==> config.mk <==
export PLATFORM = sky130hd
export DESIGN_NAME = count_delta_sampler
export DESIGN_NICKNAME = d
export VERILOG_FILES = /design/src/rtl/count_delta_sampler_pkg.sv /design/src/rtl/count_delta_sampler_fifo2.sv /design/src/rtl/count_delta_sampler.sv
export SDC_FILE = /design/constraint.sdc
export NUM_CORES = 1
export LEC_CHECK = 0
export CAP_MARGIN = 20
export CORE_MARGIN = 4
export CORE_UTILIZATION = 68
export DETAILED_ROUTE_END_ITERATION = 10
export DONT_BUFFER_PORTS = 1
export GPL_TIMING_DRIVEN = 0
export HOLD_SLACK_MARGIN = 0.12
export PLACE_DENSITY_LB_ADDON = 0.05
export SLEW_MARGIN = 20
export SYNTH_ARGS = -nofsm -noshare
export SYNTH_HDL_FRONTEND = slang
export SYNTH_SLANG_ARGS = --single-unit
==> constraint.sdc <==
create_clock -name CLK -period 3.9 [get_ports CLK]
set_input_delay 0.585 -clock CLK [delete_from_list [all_inputs] [get_ports CLK]]
set_output_delay 0.585 -clock CLK [all_outputs]
set_load 0.02 [all_outputs]
==> src/rtl/count_delta_sampler_pkg.sv <==
// Shared types for the count delta sampler: sample width, drop tally width and priming states.
package count_sampler_pkg;
   localparam int COUNT_W = 16;
   localparam int DROP_W  = 8;

   typedef logic [COUNT_W-1:0] count_t;

   typedef enum logic {UNPRIMED = 1'b0, PRIMED = 1'b1} prime_state_t;
endpackage

==> src/rtl/count_delta_sampler_fifo2.sv <==
// Two-entry in-order register FIFO; a push is refused when full before this cycle's pop.
// Head is zero while empty so the consumer never sees stale data.
module sampler_fifo2
   import count_sampler_pkg::*;
(
   input  logic               CLK,
   input  logic               ASYNCRESETN,
   input  logic               i_push,
   input  logic [COUNT_W-1:0] i_dat,
   input  logic               i_pop,
   output logic               o_full,
   output logic               o_empty,
   output logic [COUNT_W-1:0] o_head
);
   logic [1:0] r_occ;
   count_t     r_mem0;
   count_t     r_mem1;
   logic       w_pop;
   logic       w_push;

   assign w_pop   = i_pop && (r_occ != 2'd0);
   assign w_push  = i_push && (r_occ != 2'd2);
   assign o_full  = (r_occ == 2'd2);
   assign o_empty = (r_occ == 2'd0);
   assign o_head  = (r_occ != 2'd0) ? r_mem0 : '0;

   always_ff @(posedge CLK or negedge ASYNCRESETN) begin
      if (!ASYNCRESETN) begin
         r_occ  <= 2'd0;
         r_mem0 <= '0;
         r_mem1 <= '0;
      end else begin
         case (r_occ)
            2'd0: begin
               if (w_push) begin
                  r_mem0 <= i_dat;
                  r_occ  <= 2'd1;
               end
            end
            2'd1: begin
               // push and pop together: the new entry becomes the head directly
               if (w_push && w_pop) begin
                  r_mem0 <= i_dat;
               end else if (w_push) begin
                  r_mem1 <= i_dat;
                  r_occ  <= 2'd2;
               end else if (w_pop) begin
                  r_occ  <= 2'd0;
               end
            end
            default: begin
               if (w_pop) begin
                  r_mem0 <= r_mem1;
                  r_occ  <= 2'd1;
               end
            end
         endcase
      end
   end
endmodule

==> src/rtl/count_delta_sampler.sv <==
// Samples an upstream running count every PERIOD enabled cycles and streams wrap-aware deltas
// through a 2-deep buffer; samples arriving while the buffer is full are dropped and tallied.
module count_delta_sampler
   import count_sampler_pkg::*;
#(
   parameter int PERIOD = 4
)(
   input  logic               CLK,
   input  logic               ASYNCRESETN,
   input  logic [COUNT_W-1:0] count_in,
   input  logic               en,
   input  logic               clr_stats,
   output logic [COUNT_W-1:0] delta_out,
   output logic               delta_valid,
   input  logic               delta_ready,
   output logic               dropped,
   output logic [DROP_W-1:0]  drop_count
);
   localparam int TMR_W = $clog2(PERIOD);

   logic [TMR_W-1:0]  r_timer;
   prime_state_t      r_state;
   count_t            r_baseline;
   logic              r_dropped;
   logic [DROP_W-1:0] r_drop_cnt;

   logic              w_tick;
   logic              w_push;
   logic              w_drop;
   logic              w_full;
   logic              w_empty;
   count_t            w_delta;
   logic [DROP_W-1:0] w_cnt_base;

   assign w_tick  = en && (r_timer == TMR_W'(PERIOD - 1));
   assign w_push  = w_tick && (r_state == PRIMED);
   assign w_delta = count_in - r_baseline;
   assign w_drop  = w_push && w_full;

   always_ff @(posedge CLK or negedge ASYNCRESETN) begin
      if (!ASYNCRESETN) begin
         r_timer <= '0;
      end else if (!en || w_tick) begin
         r_timer <= '0;
      end else begin
         r_timer <= r_timer + TMR_W'(1);
      end
   end

   // Baseline advances on every tick, including drops, so each delta spans one window.
   always_ff @(posedge CLK or negedge ASYNCRESETN) begin
      if (!ASYNCRESETN) begin
         r_state    <= UNPRIMED;
         r_baseline <= '0;
      end else if (!en) begin
         r_state    <= UNPRIMED;
      end else if (w_tick) begin
         r_state    <= PRIMED;
         r_baseline <= count_in;
      end
   end

   assign w_cnt_base = clr_stats ? '0 : r_drop_cnt;

   always_ff @(posedge CLK or negedge ASYNCRESETN) begin
      if (!ASYNCRESETN) begin
         r_dropped  <= 1'b0;
         r_drop_cnt <= '0;
      end else begin
         r_dropped  <= w_drop || (r_dropped && !clr_stats);
         r_drop_cnt <= (w_drop && !(&w_cnt_base)) ? w_cnt_base + DROP_W'(1) : w_cnt_base;
      end
   end

   sampler_fifo2 u_fifo (
      .CLK         (CLK),
      .ASYNCRESETN (ASYNCRESETN),
      .i_push      (w_push),
      .i_dat       (w_delta),
      .i_pop       (delta_ready),
      .o_full      (w_full),
      .o_empty     (w_empty),
      .o_head      (delta_out)
   );

   assign delta_valid = !w_empty;
   assign dropped     = r_dropped;
   assign drop_count  = r_drop_cnt;
endmodule

==> out/metrics.csv, run 1 <==
metric,value,unit
outcome,finished clean,
CTS tree,built,
Num CTS Buffers,9,
Worst setup EP type,primary output,
Inserted Diodes,0,
"Area growth, synth to finish",9.611,%
Post-Syn Nets,396,
Final Critical Period,2.461,ns
Static Leak,1.771,nW
Max stage delay on crit path,0.49,ns
Worst-Margin Slew,0.6042,ns
antenna-violating nets left,0,
largest net degree at the start of global routing,63,
Syn Std Cell Area,3502,sq um
f_max,0.4064,GHz
fin nets,409,
Max clock buf depth,2,
Clock Sinks,62,
max cap viols,0,
clock slew seen by the registers of the worst setup and hold paths,0.07,ns
busiest grt layer,met2,
vias post-DR,2579,
gpl congestion,0.8333,
die area,6362,sq um
H-Tree Depth,3,
HPWL after DPL,5.014,mm
Starting DRT DRC Count,160,
leading area contributor after synthesis,dfrtp_1,
Final Cycle Share,0.6309,
top-count cell post-synth,dfrtp_1,
Slowest cell on crit path,nor2_1,
GR Layer Usage met3,0.06433,
"Distinct cells, synth",49,
Mapped Cells,357,
synth warn,0,
initial antenna violation count,0,
post-route DRC violation count,0,
"EDFF count, synth",0,
DP Area,3586,sq um
RSZ-0062 raised after global routing,false,
Final Skew,0.004203,ns
number of fill cells,330,
Avg Inst Size Synth,9.810,sq um
Slew headroom,0.5957,
first-pass GRT wire length,12.16,mm
share of post-route cells with drive strength above 1,0.1333,
Initial Util,0.7223,
Chip Height,79.77,microns
Seq cells post-synth,62,
Final Hold Vio Count,0,
area fraction of the dominant cell type after synthesis,0.4430,
routed wire length,6.952,mm
cell area after layout,3839,sq um
site row count,25,
fin. max-slew vios,0,
clk root buf,clkbuf_8,
# port buffers,0,
Via density,5.835,
vias in the first global route,2606,
post-route worst setup slack,1.439,ns
global route total overflow,0,
WS Path Type,register to primary output,
core area,4848,sq um
setup TNS,0,ns
PostCTS Resize Cnt,0,
async set-reset flop share out of synthesis,1.000,
postcts setup bufs,0,
Crit path required time,3.31,ns
"Top FF cell, synth",dfrtp_1,
DR pass1 iterations,4,
cts hold-fix bufs,2,
"Clk Latency, worst-skew pair",0.34,ns
met2 Usage GRT,0.3873,
total track usage,0.2492,
"Setup violations, final",0,
crit path DAT,1.88,ns
worst-path cell chain,nor2_1 > clkbuf_1 > nor2b_1,
pwr/cell area,646.4,nW/um^2
top post-synthesis cells by area,"dfrtp_1 (44%), ha_1 (6.1%), mux2_2 (5.5%)",
Chip Width,79.77,microns
WL/cell,15.73,microns
IO Pins,47,
Max IR drop VDD,521.0,uV
Startpoint Class,register,
met1 Use GR,0.3296,
Synth top cells by count,"dfrtp_1 (62), nand2_1 (43), o21ai_0 (28)",
post-placement worst setup slack,1.315,ns
sequential-to-total area share from yosys stat,0.4430,
hold crit path type,input port to register,
critical path peak fanout,10,
## final timing paths
path,from,to,depth (start not counted),slack [ns]
max,u_fifo.r_occ[1],delta_out[8],3,1.44
min,en,r_state,1,0.37
max reg2reg,r_baseline[0],u_fifo.r_mem0[12],8,1.56
min reg2reg,r_timer[0],r_timer[0],1,0.45
max in group asynchronous,ASYNCRESETN,r_baseline[13],2,2.87
min in group asynchronous,ASYNCRESETN,u_fifo.r_mem0[1],2,0.79
## state kept, by name (all words and copies together) (netlist names)
register,cells
u_fifo.r_mem1,16
u_fifo.r_occ,2
r_timer,2
drop_count,8
u_fifo.r_mem0,16
dropped,1
r_state,1
r_baseline,16
## report_power, final
group / leakage, nW / internal [mW] / total, mW / switching (mW)
Sequential: 0.835 / 0.750 / 0.804 / 0.0539
Combinational: 0.825 / 0.438 / 1.06 / 0.622
Clock: 0.110 / 0.376 / 0.617 / 0.241
Total: 1.77 / 1.56 / 2.48 / 0.918
## layout make-up
type / instances / area (sq um) / area share
flip-flops and latches: 62 / 1551 / 0.4042
well taps: 67 / 83.83 / 0.02184
plain buffers: 13 / 51.30 / 0.01336
multi-input cells: 261 / 1821 / 0.4743
repair buffers: 2 / 37.54 / 0.009778
inverters: 21 / 78.83 / 0.02053
clock inverters: 4 / 70.07 / 0.01825
clock buffers: 12 / 145.1 / 0.03781
## cells by family (layout without fill, tap and decap cells)
kind of cell / after synthesis / count (layout) / share of synthesized area
AO/OA/AOI/OAI: 88 / 88 / 0.1647
flip-flops: 62 / 62 / 0.4430
multiplexers: 20 / 20 / 0.06395
adder cells (fa/ha/maj): 18 / 18 / 0.06645
buffers and inverters: 34 / 52 / 0.03716
AND/OR/NAND/NOR: 117 / 117 / 0.1797
XOR/XNOR: 18 / 18 / 0.04502
## per-stage QoR
step | std cells | power [mW] | util | hold slack [ns]
final | 442 | 2.481 | 0.7917 | 0.3653
after global routing | 442 | 2.666 | 0.7917 | 0.3514
after CTS | 442 | 2.475 | 0.7917 | 0.3529
after detailed placement | 424 | 1.827 | 0.7396 | 0.2908
after global placement | 424 | 1.794 | 0.7396 | 0.2907
after floorplan | 357 | 1.615 | - | 0.2894
## metal layers
metal,up-vias,wire length [microns]
met5,-,0
met2,95,3108
met4,0,167
met1,1199,3195
met3,18,480
li1,1267,-
## cells in the final DEF (no fill, tap or decap), types with 3 or more instances in the layout
cell       n
or3_1      3
xnor2_1   12
xor2_1     6
nand4_1    5
a21o_1     3
o21ai_1   14
and3_1     8
nor2_1    15
a21oi_1   22
o21ai_0   28
clkbuf_8  10
nor2b_1   26
nand2_1   43
inv_1     21
mux2_2    17
dfrtp_1   62
clkbuf_1  13
nand2b_1   4
ha_1      17
## critical path: cells and delay by family (launching register included)
| kind | cells | cell delay (ns) |
|---|---|---|
| buffers and inverters | 1 | 0.40 |
| and+or+nand+nor | 2 | 0.70 |
| DFF | 1 | 0.44 |
Note: power is estimated with default switching activity, not from simulation.
==> inputs of run 2 (changes only) <==
--- a/config.mk
+++ b/config.mk
@@ -7,7 +7,7 @@
 export LEC_CHECK = 0
 export CAP_MARGIN = 20
 export CORE_MARGIN = 4
-export CORE_UTILIZATION = 68
+export CORE_UTILIZATION = 57
 export DETAILED_ROUTE_END_ITERATION = 10
 export DONT_BUFFER_PORTS = 1
 export GPL_TIMING_DRIVEN = 0
==> constraint.sdc (replaced) <==
create_clock -name CLK -period 2.24 [get_ports CLK]
set_input_delay 0.336 -clock CLK [delete_from_list [all_inputs] [get_ports CLK]]
set_output_delay 0.336 -clock CLK [all_outputs]
set_load 0.02 [all_outputs]
==> out/metrics.csv, run 2 (synthesized netlist as in run 1, its figures left out) <==
metric,value,unit
antenna-violating nets left,0,
r2r worst-path depth,9,
gpl congestion,0.8648,
core area,5956,sq um
Sequential Power Share,0.318,
Final Hold Vio Count,0,
Worst-Margin Slew,0.5361,ns
"Setup violations, final",0,
total track usage,0.1978,
Final Cycle Share,0.9956,
Startpoint Class,register,
post-placement worst setup slack,-0.05146,ns
clock slew seen by the registers of the worst setup and hold paths,0.07,ns
Hold WS,0.1486,ns
number of fill cells,479,
H-Tree Depth,3,
IO Pins,47,
crit path DAT,2.45,ns
Worst R2R Start,r_baseline[0],
largest net degree at the start of global routing,63,
Static Leak,1.798,nW
Starting DRT DRC Count,86,
setup TNS,0,ns
Num CTS Buffers,9,
RSZ-0062 raised after global routing,true,
WL/cell,15.37,microns
pwr/cell area,1109,nW/um^2
clk root buf,clkbuf_8,
"most common cell after layout, fill and taps aside",dfrtp_1,
routed wire length,6.962,mm
first-pass GRT wire length,11.60,mm
Int Pwr,2.704,mW
Slowest cell on crit path,dfrtp_1,
Chip Height,86.39,microns
f_max,0.4484,GHz
fin nets,414,
vias in the first global route,2400,
most frequent cells in the layout,"dfrtp_1 (62), nand2_1 (43), o21ai_0 (27), nor2b_1 (24), inv_1 (21)",
global route total overflow,0,
"Clk Latency, worst-skew pair",0.33,ns
share of post-route cells with drive strength above 1,0.1799,
clock share of power,0.202,
crit path from,r_baseline[0],
Hold Path End,r_baseline[7],
DR pass1 iterations,6,
"Area growth, synth to finish",13.04,%
Final Power,4.389,mW
critical path peak fanout,5,
CTS tree,built,
post-route worst setup slack,0.009941,ns
WHS Path Cells,1,
HPWL after DPL,4.982,mm
RR Endpoint,u_fifo.r_mem0[10],
post-route DRC violation count,0,
initial antenna violation count,0,
fin. max-slew vios,0,
vias post-DR,2547,
Hold Path Origin,count_in[7],
WS Path Type,register to register,
leading registers by flop count,"r_baseline: 16 flops, u_fifo.r_mem0: 16 flops, u_fifo.r_mem1: 16 flops",
Chip Width,86.39,microns
Final Skew,0.005938,ns
Crit path required time,2.46,ns
DP Area,3596,sq um
Worst setup EP type,register,
site row count,28,
worst-path cell chain,ha_2 > fa_2 > nor2b_4 > o2111ai_2 > nand3b_4 > a211oi_4 > xor2_1 > o21ai_1 > mux2_4,
Initial Util,0.5880,
Slew headroom,0.6426,
Clock Sinks,62,
outcome,finished clean,
die area,7462,sq um
NetSw,1.684,mW
max cap viols,0,
Inserted Diodes,0,
Final Critical Period,2.230,ns
combinational power share,0.481,
cell area after layout,3959,sq um
hold crit path type,input port to register,
Via density,5.623,
# port buffers,0,
reg2reg setup slack,0.01,ns
Max clock buf depth,2,
Max stage delay on crit path,0.39,ns
Max IR drop VDD,779.3,uV
Sw Ratio,0.3838,
## run 2: critical path: cells and delay by family (launching register included)
family	cells	cell delay, ns
flip-flops	1	0.39
XOR/XNOR	1	0.18
AO/OA/AOI/OAI	3	0.35
multiplexers	1	0.29
AND/OR/NAND/NOR	2	0.31
adder cells (fa/ha/maj)	2	0.60
## run 2: layout make-up
type / count / area, sq um / share of cell area
Sequential cell: 62 / 1551 / 0.3919
Tap cell: 75 / 93.84 / 0.02370
Clock inverter: 1 / 5.005 / 0.001264
Clock buffer: 13 / 168.9 / 0.04267
Inverter: 21 / 78.83 / 0.01991
Buffer: 13 / 51.30 / 0.01296
Multi-Input combinational cell: 261 / 1932 / 0.4880
Timing Repair Buffer: 7 / 77.57 / 0.01960
## run 2: per-layer routing
metal | vias up | wire (microns) | global-route usage
li1 | 1277 | - | -
met1 | 1187 | 3303 | 0.2830
met2 | 70 | 3130 | 0.2921
met3 | 13 | 404 | 0.04468
met4 | 0 | 124 | 0.07932
met5 | - | 0 | 0
## run 2: how the worst max path moves through the flow
stage                        end  slack, ns  cells past startpoint
2_1_floorplan  u_fifo.r_mem0[12]       0.11                      9
3_3_place_gp   u_fifo.r_mem0[12]      -0.05                      9
3_5_place_dp    u_fifo.r_mem0[8]      -0.05                     10
4_1_cts        u_fifo.r_mem0[11]     -0.007                      9
5_1_grt        u_fifo.r_mem1[12]      -0.08                      8
6_report       u_fifo.r_mem0[10]       0.01                      9
## run 2: power groups by stage
| stage | registers [mW] | clock network [mW] | logic (mW) |
|---|---|---|---|
| 3_5_place_dp | 1.42 | 0 | 1.77 |
| 3_3_place_gp | 1.41 | 0 | 1.74 |
| 6_report | 1.39 | 0.886 | 2.11 |
| 5_1_grt | 1.42 | 0.959 | 2.34 |
| 4_1_cts | 1.40 | 0.898 | 1.90 |
| 2_1_floorplan | 1.39 | 0 | 1.42 |
## run 2: repair_timing
item | CTS | global route
hold endpoints to repair | 63 | 0
pin swaps | 1 | 9
endpoints found under the setup margin | 14 | 12
resized for setup | 5 | 17
setup buffers | 1 | 3
hold buffers | 3 | 0
## run 2: through the flow
| stage | instances | util |
|---|---|---|
| after floorplan | 357 | - |
| after global placement | 432 | 0.6038 |
| after detailed placement | 432 | 0.6038 |
| after CTS | 450 | 0.6475 |
| after global routing | 453 | 0.6647 |
| final | 453 | 0.6647 |
